--- src/rtl/uart_cmd_parser.sv ---
// uart_cmd_parser: assembles SOF/ADDR/DATA/CHK frames from UART RX bytes into R/G/B duty registers.
// Optional ack handshake port set enabled by defining PARSER_ACK_EN.
module uart_cmd_parser #(
    parameter int                    DATA_WIDTH     = 8,
    parameter logic [DATA_WIDTH-1:0] SOF_BYTE       = 8'hA5,
    parameter int                    TIMEOUT_CYCLES = 50000,
    parameter logic [DATA_WIDTH-1:0] DUTY_RESET     = '0
) (
    input  logic                  sys_clk,
    input  logic                  rst_n,
    input  logic                  rx_done,
    input  logic [DATA_WIDTH-1:0] rx_data,
    output logic [DATA_WIDTH-1:0] duty_r,
    output logic [DATA_WIDTH-1:0] duty_g,
    output logic [DATA_WIDTH-1:0] duty_b,
    output logic                  cfg_valid,
    output logic                  frame_err,
    output logic [7:0]            err_count
`ifdef PARSER_ACK_EN
    ,
    output logic                  ack_valid,
    output logic [7:0]            ack_data,
    input  logic                  ack_ready
`endif
);
    localparam int TW = $clog2(TIMEOUT_CYCLES + 1);
    localparam logic [1:0] IDLE     = 2'd0;
    localparam logic [1:0] GET_ADDR = 2'd1;
    localparam logic [1:0] GET_DATA = 2'd2;
    localparam logic [1:0] GET_CHK  = 2'd3;

    logic [1:0]            state;
    logic [1:0]            state_n;
    logic                  done_q;
    logic                  byte_stb;
    logic [DATA_WIDTH-1:0] addr;
    logic [DATA_WIDTH-1:0] data;
    logic [TW-1:0]         timer;
    logic                  timed_out;
    logic                  chk_ok;
    logic                  commit;
    logic                  reject;

    assign byte_stb  = rx_done & ~done_q;
    assign timed_out = (state != IDLE) && !byte_stb && (timer == TW'(TIMEOUT_CYCLES - 1));
    assign chk_ok    = (rx_data == (addr ^ data)) && (addr <= DATA_WIDTH'(3));

    always_comb begin
        state_n = state;
        commit  = 1'b0;
        reject  = 1'b0;
        if (byte_stb) begin
            case (state)
                IDLE:     state_n = (rx_data == SOF_BYTE) ? GET_ADDR : IDLE;
                GET_ADDR: state_n = GET_DATA;
                GET_DATA: state_n = GET_CHK;
                default: begin
                    state_n = IDLE;
                    commit  = chk_ok;
                    reject  = !chk_ok;
                end
            endcase
        end else if (timed_out) begin
            state_n = IDLE;
            reject  = 1'b1;
        end
    end

    always_ff @(posedge sys_clk or negedge rst_n) begin
        if (!rst_n) begin
            state  <= IDLE;
            done_q <= 1'b0;
            addr   <= '0;
            data   <= '0;
            timer  <= '0;
        end else begin
            state  <= state_n;
            done_q <= rx_done;
            timer  <= (state == IDLE || byte_stb || timed_out) ? '0 : timer + TW'(1);
            if (byte_stb && state == GET_ADDR)
                addr <= rx_data;
            if (byte_stb && state == GET_DATA)
                data <= rx_data;
        end
    end

    // Address 3 is a broadcast to all three channels.
    always_ff @(posedge sys_clk or negedge rst_n) begin
        if (!rst_n) begin
            duty_r    <= DUTY_RESET;
            duty_g    <= DUTY_RESET;
            duty_b    <= DUTY_RESET;
            cfg_valid <= 1'b0;
            frame_err <= 1'b0;
            err_count <= '0;
        end else begin
            cfg_valid <= commit;
            frame_err <= reject;
            if (commit && (addr == DATA_WIDTH'(0) || addr == DATA_WIDTH'(3)))
                duty_r <= data;
            if (commit && (addr == DATA_WIDTH'(1) || addr == DATA_WIDTH'(3)))
                duty_g <= data;
            if (commit && (addr == DATA_WIDTH'(2) || addr == DATA_WIDTH'(3)))
                duty_b <= data;
            if (reject && err_count != 8'hFF)
                err_count <= err_count + 8'd1;
        end
    end

`ifdef PARSER_ACK_EN
    // A fresh result overrides a pending one, even if it is being accepted this cycle.
    always_ff @(posedge sys_clk or negedge rst_n) begin
        if (!rst_n) begin
            ack_valid <= 1'b0;
            ack_data  <= 8'h00;
        end else if (commit || reject) begin
            ack_valid <= 1'b1;
            ack_data  <= commit ? 8'h06 : 8'h15;
        end else if (ack_ready) begin
            ack_valid <= 1'b0;
        end
    end
`endif
endmodule

--- config.mk ---
export PLATFORM = sky130hd
export DESIGN_NAME = uart_cmd_parser
export DESIGN_NICKNAME = d
export VERILOG_FILES = /design/src/rtl/uart_cmd_parser.sv
export SDC_FILE = /design/constraint.sdc
export NUM_CORES = 1
export LEC_CHECK = 0
export CORE_MARGIN = 8
export CORE_UTILIZATION = 47
export CTS_CLUSTER_SIZE = 8
export DETAILED_ROUTE_END_ITERATION = 10
export PLACE_DENSITY = 0.72
export SYNTH_ARGS = -nofsm -noshare
export SYNTH_HDL_FRONTEND = slang
export SYNTH_SLANG_ARGS = --single-unit
--- constraint.sdc ---
create_clock -name sys_clk -period 2.4 [get_ports sys_clk]
set_clock_uncertainty 0.05 [all_clocks]
set_input_delay 0.36 -clock sys_clk [delete_from_list [all_inputs] [get_ports sys_clk]]
set_output_delay 0.36 -clock sys_clk [all_outputs]
set_load 0.02 [all_outputs]
==> results.yml <==
run_status:
  run_status: "complete, no violations"
final_layout:
  final_area_um2: 4070
  fillers: 538
  instances_no_fill: 395
  area_delta_synth_final_pct: 25.7
  drive_above_1_share_pct: 27.9
  num_antenna_cells: 0
  layout.nets: 328
yosys:
  syn_area_per_cell_um2: 13.4
  synth.distinct_cells: 37
  synth-edff-count: 0
  yosysWarnings: 0
  synth_ff_type: "dfrtp_1"
  syn-cell-area_um2: 3240
  synthArstFlopShare_pct: 100
  synthCells: 241
  yosysSeqAreaShare_pct: 53.3
  syn_nets: 258
  synthTopCellsByArea: "dfrtp_1 53%, mux2_2 14%, xor2_1 4.3%, nor2_1 2.5%, ha_1 2.3%"
  synth.top_cell.area_share_pct: 53.3
  synth_top_cell_by_area: "dfrtp_1"
  ys_ff_latch: 69
place:
  dpl-instance-area_um2: 3910
  port_buffers: 44
  dp_hpwl_um: 4490
  gp_congestion: 0.802
  place_inst: 379
sta:
  rsz0062_at_grt: "no"
  slew_headroom_pct: 68.7
  final-setup-viol-count: 0
  max_freq_ghz: 0.441
  min_period_ns: 2.27
  worst_pin_slew_ns: 0.468
  final-hold-violation-count: 0
  period_share_pct: 94.4
  slew_viol_final: 0
flow_run:
  maxCapViolCount: 0
worst_setup_path:
  critical_path_peak_fanout: 6
  critPathLaunchType: "flop"
  r2r_slack_ns: 0.13
  cp-end-kind: "flop"
  worstSetupPathType: "flop to flop"
  crit_arrival_ns: 2.48
  required_ns: 2.61
power_and_ir_drop:
  ir_drop_uv: 416
  p_per_area_nw_per_um2: 794
  p_leak_nw: 1.91
  finalPower_mw: 3.24
global_routing:
  grt_pass1_vias: 2257
  grt_usage_pct: 13.9
  gr-total-overflow: 0
  grt_antenna_before_repair: 0
  grt_first_pass_wirelength_um: 10700
  grt_max_degree: 70
detailed_routing:
  dr.pass1.iters: 4
  wire_per_inst_um: 15.9
  via_per_inst: 5.16
  routed_wl_um: 6290
  drc: 0
  ant_nets: 0
  drt_iter0_markers: 83
  vias: 2037
cts:
  clock_path_buffers: 2
  clk_latency_ns: 0.34
  cts_made_buffers: 9
  cts.htree.levels: 3
  clkTransAtPathRegs_ns: 0.06
  postCtsSetupRepairBufs: 0
  cts_tree: "done"
  clock_sink_count: 69
  root_buffer: "clkbuf_8"
floorplanning:
  io_pins: 45
  start_util_pct: 48.2
  die_w_um: 99.0
  num_rows: 30
  die_area_um2: 9810
  core_um2: 6720
  die_h_um: 99.0
min_path:
  hold_class: "input port to flop"
[cell usage after synthesis, types with 3 or more instances]
cell / count
a211oi_1: 3
and3_1: 3
clkbuf_1: 3
dfrtp_1: 69
ha_1: 6
inv_1: 3
mux2_2: 41
nand2_1: 19
nand2_4: 3
nand3_1: 7
nand4_1: 6
nor2_1: 22
xnor2_1: 6
xnor3_1: 3
xor2_1: 16
[timing repair]
| item | 4_1_cts | 5_1_grt |
|---|---|---|
| endpoints found under the hold margin | 41 | 0 |
| resized for setup | 0 | 0 |
| hold buffers | 1 | 0 |
[routing by layer]
metal | vias up | wire [µm] | global-route usage, %
met5 | - | 0 | 0
met4 | 0 | 61 | 4.25
met3 | 6 | 359 | 5.50
met2 | 39 | 2990 | 23.1
met1 | 996 | 2890 | 15.9
li1 | 996 | - | -
[area by class of cell]
| type | instances | area (µm²) | area share (%) |
|---|---|---|---|
| clock buffers | 13 | 149 | 3.65 |
| clock inverters | 2 | 10.0 | 0.246 |
| inverters | 3 | 11.3 | 0.276 |
| multi-input cells | 165 | 1480 | 36.4 |
| flip-flops and latches | 69 | 1730 | 42.4 |
| well taps | 80 | 100 | 2.46 |
| repair buffers | 63 | 593 | 14.6 |
[through the flow]
step / TNS (ns) / setup WS [ns] / util [%] / hold slack, ns
after global routing: 0 / 0.00319 / 60.6 / 0.426
after detailed placement: -1.31 / -0.0889 / 58.1 / 0.361
final: 0 / 0.135 / 60.6 / 0.430
after global placement: -0.629 / -0.0468 / 58.1 / 0.362
after floorplan: 0 / 0.284 / - / 0.0144
after CTS: 0 / 0.109 / 60.6 / 0.421
[cell families after synthesis]
group	share of synthesized area [%]
AO/OA/AOI/OAI	3.98
XOR/XNOR	11.1
adder cells (fa/ha/maj)	2.32
buffers and inverters	0.927
flip-flops	53.3
multiplexers	14.6
AND/OR/NAND/NOR	13.8
[sequential cells by signal, indices dropped and copies added (netlist names)]
signal and flops:
duty_g 8, addr 8, cfg_valid 1, state 2, data 8, done_q 1, err_count 8, timer 16
duty_r 8, duty_b 8, frame_err 1
[cell usage in the layout (no fill, tap or decap), types with 2 or more instances in the layout]
cell type        count
xnor3_4              2
nand2_4              3
nand2_1             19
clkbuf_1             3
xor2_1              16
xnor3_1              3
a211oi_1             3
and2_1               2
nor2_1              22
inv_1                3
o31ai_1              2
nand3_1              7
clkinv_2             2
buf_4               17
a21oi_1              2
or2_2                2
clkbuf_8            10
dfrtp_1             69
ha_1                 6
clkdlybuf4s50_1     43
a2111oi_4            2
and4_1               2
and3_1               3
nand4_1              6
nor4b_1              2
mux2_2              41
xnor2_1              6
xnor3_2              2
[worst max-delay path, stage by stage (launching register included)]
cell and delay, ns:
dfrtp_1 0.42, or4_1 0.55, nor4_2 0.19, nand4bb_1 0.21, buf_4 0.23, a2111oi_4 0.35
xor2_1 0.18
[final timing paths]
kind / start / to / cells after the start
setup / recovery: timer[12]$_DFF_PN0_ / err_count[7]$_DFFE_PN0P_ / 6
hold / removal: rx_done / done_q$_DFF_PN0_ / 1
setup reg to reg: timer[12]$_DFF_PN0_ / err_count[7]$_DFFE_PN0P_ / 6
hold reg to reg: timer[0]$_DFF_PN0_ / timer[0]$_DFF_PN0_ / 1
max in group asynchronous: rst_n / timer[9]$_DFF_PN0_ / 3
min in group asynchronous: rst_n / duty_r[3]$_DFFE_PN0P_ / 3
[report_power, final]
part,total (mW),leakage [nW],switching (mW),internal (mW)
logic,0.853,0.898,0.375,0.477
registers,1.58,0.926,0.233,1.35
clock network,0.799,0.0833,0.404,0.395
No activity file was read; power rests on OpenSTA's default activity.
